## config.mk

```make
export PLATFORM = sky130hd
export DESIGN_NAME = ttl_serial_frame_receiver
export DESIGN_NICKNAME = d
export VERILOG_FILES = /design/src/rtl/ttl_serial_frame_receiver.sv
export SDC_FILE = /design/constraint.sdc
export NUM_CORES = 1
export LEC_CHECK = 0
export ABC_AREA = 1
export CORE_MARGIN = 1
export CORE_UTILIZATION = 25
export CTS_CLUSTER_DIAMETER = 150
export CTS_CLUSTER_SIZE = 8
export DETAILED_ROUTE_END_ITERATION = 6
export GPL_ROUTABILITY_DRIVEN = 0
export PLACE_DENSITY_LB_ADDON = 0.1
export SYNTH_ARGS = -nofsm -noshare
export SYNTH_HDL_FRONTEND = slang
export SYNTH_SLANG_ARGS = --single-unit
```

## constraint.sdc

```tcl
create_clock -name CP -period 1.2 [get_ports CP]
set_input_delay 0.3 -clock CP [delete_from_list [all_inputs] [get_ports CP]]
set_output_delay 0.3 -clock CP [all_outputs]
set_load 0.05 [all_outputs]
```

## src/rtl/ttl_serial_frame_receiver.sv

```systemverilog
// Serial frame receiver: start bit, DATA_WIDTH data bits LSB-first, stop bit.
// Presents each good word on Q with a VALID/READY handshake and sticky FE/OVR flags.
module ttl_serial_frame_receiver #(
    parameter int DATA_WIDTH = 4
) (
    input  logic                  CP,
    input  logic                  MR_n,
    input  logic                  EN,
    input  logic                  SI,
    input  logic                  READY,
    input  logic                  CLR_ERR,
    output logic [DATA_WIDTH-1:0] Q,
    output logic                  VALID,
    output logic                  BUSY,
    output logic                  FE,
    output logic                  OVR
);

    localparam int CW = (DATA_WIDTH > 1) ? $clog2(DATA_WIDTH) : 1;

    typedef enum logic [1:0] {
        IDLE,
        DATA,
        STOP,
        BRK
    } state_t;

    state_t                state_q;
    logic [DATA_WIDTH-1:0] sr_q;
    logic [CW-1:0]         cnt_q;
    logic [DATA_WIDTH-1:0] q_q;
    logic                  valid_q;
    logic                  fe_q;
    logic                  ovr_q;

    always_ff @(posedge CP or negedge MR_n) begin
        if (!MR_n) begin
            state_q <= IDLE;
            sr_q    <= '0;
            cnt_q   <= '0;
            q_q     <= '0;
            valid_q <= 1'b0;
            fe_q    <= 1'b0;
            ovr_q   <= 1'b0;
        end else begin
            // Later assignments below override these, so new errors and
            // new words win over clears and consumption on the same edge.
            if (CLR_ERR) begin
                fe_q  <= 1'b0;
                ovr_q <= 1'b0;
            end
            if (valid_q && READY) begin
                valid_q <= 1'b0;
            end
            if (EN) begin
                unique case (state_q)
                    IDLE: begin
                        if (!SI) begin
                            state_q <= DATA;
                            cnt_q   <= '0;
                        end
                    end
                    DATA: begin
                        sr_q <= {SI, sr_q[DATA_WIDTH-1:1]};
                        if (cnt_q == CW'(DATA_WIDTH - 1)) begin
                            state_q <= STOP;
                        end else begin
                            cnt_q <= cnt_q + CW'(1);
                        end
                    end
                    STOP: begin
                        if (SI) begin
                            state_q <= IDLE;
                            if (!valid_q || READY) begin
                                q_q     <= sr_q;
                                valid_q <= 1'b1;
                            end else begin
                                ovr_q <= 1'b1;
                            end
                        end else begin
                            state_q <= BRK;
                            fe_q    <= 1'b1;
                        end
                    end
                    BRK: begin
                        if (SI) begin
                            state_q <= IDLE;
                        end
                    end
                    default: state_q <= IDLE;
                endcase
            end
        end
    end

    assign Q     = q_q;
    assign VALID = valid_q;
    assign BUSY  = (state_q == DATA) || (state_q == STOP);
    assign FE    = fe_q;
    assign OVR   = ovr_q;

endmodule
```

Word level (Yosys, flattened, before mapping)
Cells that the tools add are included.
{"block": "word_totals", "ff_bits": 15, "in_bits": 6}
{"block": "op_classes", "add_sub_neg": 1, "eq_ne": 8, "muxes": 22, "n_reduce_logical": 10}
{"cell": "$mux W1", "count": 14}
{"cell": "$mux W2", "count": 6}
{"cell": "$reduce_and A4 Y1", "count": 3}
{"cell": "$ne A2 B2 Y1 const B", "count": 4}
{"cell": "$pmux W2 S4", "count": 1}
{"cell": "$eq A2 B2 Y1 const B", "count": 3}
{"cell": "$pmux W2 S2", "count": 1}
{"cell": "$add A2 B1 Y2 const B", "count": 1}
{"cell": "$eq A2 B1 Y1 const B", "count": 1}
{"cell": "$logic_not A2 Y1", "count": 1}
{"cell": "$logic_or A1 B1 Y1", "count": 2}
{"cell": "$reduce_and A2 Y1", "count": 1}
{"cell": "$reduce_bool A2 Y1", "count": 1}
{"cell": "$logic_and A1 B1 Y1", "count": 1}
{"cell": "$logic_not A1 Y1", "count": 1}

Logic depth before layout (Yosys ltp)
{"block": "depth", "depth_word": 6, "depth_mapped": 8}

Worst setup path after synthesis
OpenSTA, ideal clock, no wires.
{"block": "synth_timing", "kind": "register -> output", "startpoint": "reg state_q[1]", "endpoint": "out BUSY", "t_arrival_ps": 991, "required_ps": 900, "setup_slack_ps": -91, "path_stages_with_launch": 3, "n_path_buf": 0, "cell_sequence": "dfrtp_1 > inv_1 > ha_1"}
{"block": "synth_via", "elab_chain_len": 2}
{"element": "from (decl)", "line": "28", "rtl": "state_t state_q;"}
{"element": "from (signal assigned)", "line": "38", "rtl": "state_q <= IDLE;"}
{"element": "from (signal assigned)", "line": "59", "rtl": "state_q <= DATA;"}
{"element": "from (signal assigned)", "line": "66", "rtl": "state_q <= STOP;"}
{"element": "$eq A2 B1 Y1 / $eq A2 B2 Y1 (equally long branches)", "line": "98", "rtl": "assign BUSY = (state_q == DATA) || (state_q == STOP);"}
{"element": "$logic_or A1 B1 Y1 (*)", "line": "98"}
{"element": "to (decl)", "line": "14", "rtl": "output logic BUSY,"}
Mark *: on every way between the ends. The rest lies on a longest branch, timed or not.

Final worst setup path
{"block": "layout_timing", "startpoint": "reg state_q[0]", "endpoint": "out BUSY"}
Same word-level chain as after synthesis.

==> impl_results.md <==
- Wire per inst: 10.53 um
- Die area: 3267 um^2
- Max Cap Viol: 0
- Fin crit share: 1.184
- P per Cell Area: 2380 nW/um^2
- CP Launch Type: flip-flop
- First-pass GRT wire length: 2.684 mm
- Clock Latency Late Sink: 0.28 ns
- Clock tree sinks: 15
- Measured slew at the worst slew-check pin: 0.2944 ns
- Diode count: 0
- Via count: 640
- Crit-path max FO: 2
- Final nets: 132
- Fin cells: 151
- Ratio of cells with drive above 1 in the final layout: 0.4667
- Core region area: 2829 um^2
- Grt met1 use: 0.1359
- ANT nets after route: 0
- Synth area leaders: dfrtp_1 49%, nand2_1 15%, ha_1 8.2%, inv_1 7.4%, o21ai_2 4.6%
- Starting Density: 0.2689
- Register bit count reported by yosys: 15
- Syn_nets: 99
- Hold Vio Cnt, Final: 0
- Post-Route WL: 1.590 mm
- Worst min-delay path category: input port to asynchronous set/reset pin
- Root buf cell: clkbuf_4
- Critical Path RT: 0.90 ns
- Final setup vio count: 10
- Busiest grt layer: met2
- Cts hold-fix bufs: 0
- Drt pass-1 iters: 6
- Yosys warning count: 0
- Mapped cell area: 760.7 um^2
- Failing checks: design-rule violations, negative setup slack
- Max-slew violations: 0
- Total power: 2.933 mW
- Max clock buf depth: 2
- Commonest non-fill, non-tap cells in the layout: 21 x nand2_1, 15 x dfrtp_1, 13 x buf_4, 10 x inv_1, 10 x nand2_2
- CTS tree: yes
- Area of the multi-input gates: 397.9 um^2
- # DRC: 2
- Reg2Reg Depth: 9
- 1st-iter DRT viols: 13
- Commonest non-fill, non-tap cell in the layout: nand2_1
- P&R area growth vs syn: 62.01%
- Top cell type's share of synthesized area: 0.4934
- Synth cell types: 14
- Die height: 57.16 um
- Pin count of the biggest net entering global routing: 16
- Met3 Use GR: 0.02041
- Mapped Cells: 88
- RSZ-0062 raised after global routing: true
- Num CTS Buffers: 3
- Vias in the first global route: 620
- Storage cell area: 375.4 um^2
- Relative slew margins: 0.8034
- Register area share after synthesis: 0.4934
- Overflow left after global routing: 0
- Dpl hpwl: 1.097 mm
- CTS H-tree depth: 1
- # rows: 19
- Maximum vdd drop: 1.712 mV
- Number of port buffers: 13
- Post-Syn Area per Cell: 8.645 um^2
- Worst Skew: 0.008261 ns
- GR met2 Demand/Resource: 0.1815
- CP endpoint kind: output port
- Max Freq: 0.7038 GHz
- Post-route worst setup slack: -0.2208 ns
- Placed insts: 139
- Avg Vias per Cell: 4.238
- Filler instances: 274
- Final Critical Period: 1.421 ns
- Clock transition at the registers of the reported paths: 0.10 ns
- Crit path kind: flip-flop to output port
- GRT Resource Usage Total: 0.1103
- I/O Pins: 14
- Largest area contributor in the netlist: dfrtp_1
- Leakage power: 0.6229 nW
- Outcome: finished with violations
- Worst path arrival time: 1.12 ns
- Chip Width: 57.16 um
- Initial antenna violation count: 0
==> layer usage <==
metal / wire [um] / share of wire
met5: 0 / 0
met4: 19 / 0.012
met1: 708 / 0.45
met3: 48 / 0.030
met2: 814 / 0.51
==> registers in the layout, summed over array words and instances (netlist names) <==
signal   cells
sr_q         4
state_q      2
FE           1
OVR          1
Q            4
VALID        1
cnt_q        2
==> Yosys cell counts <==
library cell	instances
inv_1	15
inv_2	1
ha_1	5
dfrtp_1	15
nand2_1	30
o21ai_2	4
nand2_2	3
nand3_1	3
nor2_4	1
nand2_4	1
nor2_2	1
nand3b_1	1
o21ai_0	6
o21bai_1	2
==> cell type report <==
class                   count  area share
flip-flops and latches     15      0.3046
clock buffers               3     0.01827
multi-input cells          57      0.3228
inverters                  16     0.04873
repair buffers             28      0.2701
clock inverters             1    0.004061
well taps                  31     0.03147
==> power by group <==
| part | total, mW | leakage (nW) | internal, mW | switching, mW |
|---|---|---|---|---|
| combinational | 1.83 | 0.408 | 0.893 | 0.932 |
| sequential | 0.812 | 0.197 | 0.680 | 0.131 |
| clock | 0.296 | 0.0177 | 0.124 | 0.173 |
| total | 2.93 | 0.623 | 1.70 | 1.24 |
==> metrics by stage <==
step           setup WS (ns)  hold slack [ns]    util   TNS, ns  cell area, um^2
3_5_place_dp         -0.2576           0.4718  0.3764    -2.988             1065
4_1_cts              -0.2282           0.3151  0.4135   -0.5744             1170
6_report             -0.2208           0.3152  0.4356    -1.126             1232
3_3_place_gp         -0.2633           0.4669  0.3764    -2.996             1065
5_1_grt              -0.2660           0.3158  0.4356    -1.909             1232
2_1_floorplan       -0.02292         0.004409       -  -0.02292            763.2
==> path summary, 6_finish.rpt <==
kind,startpoint,end,slack [ns]
worst max-delay path,state_q[0],BUSY,-0.22
worst min-delay path,MR_n,Q[1],0.32
worst max register to register,state_q[1],state_q[1],-0.19
worst min register to register,sr_q[2],sr_q[2],0.49
max in group asynchronous,MR_n,state_q[1],0.70
min in group CP,EN,FE,0.42
==> cell families (layout without fill, tap and decap cells) <==
| logic type | after synthesis | in the layout | share of synthesized area |
|---|---|---|---|
| compound gates | 12 | 12 | 0.1053 |
| flops | 15 | 15 | 0.4934 |
| simple gates | 40 | 40 | 0.2401 |
| buf+inv | 16 | 48 | 0.07894 |
| fa+ha+maj | 5 | 5 | 0.08224 |
==> repair_timing <==
item | 4_1_cts | 5_1_grt
setup endpoints to repair | 11 | 21
pin swaps | 4 | 9
buffers inserted | 6 | 5
resized for setup | 13 | 14
==> critical path, stage by stage, from the launching register on <==
cell,delay [ns]
dfrtp_1,0.40
inv_2,0.09
ha_4,0.21
buf_12,0.14
No activity file was read; power rests on OpenSTA's default activity.
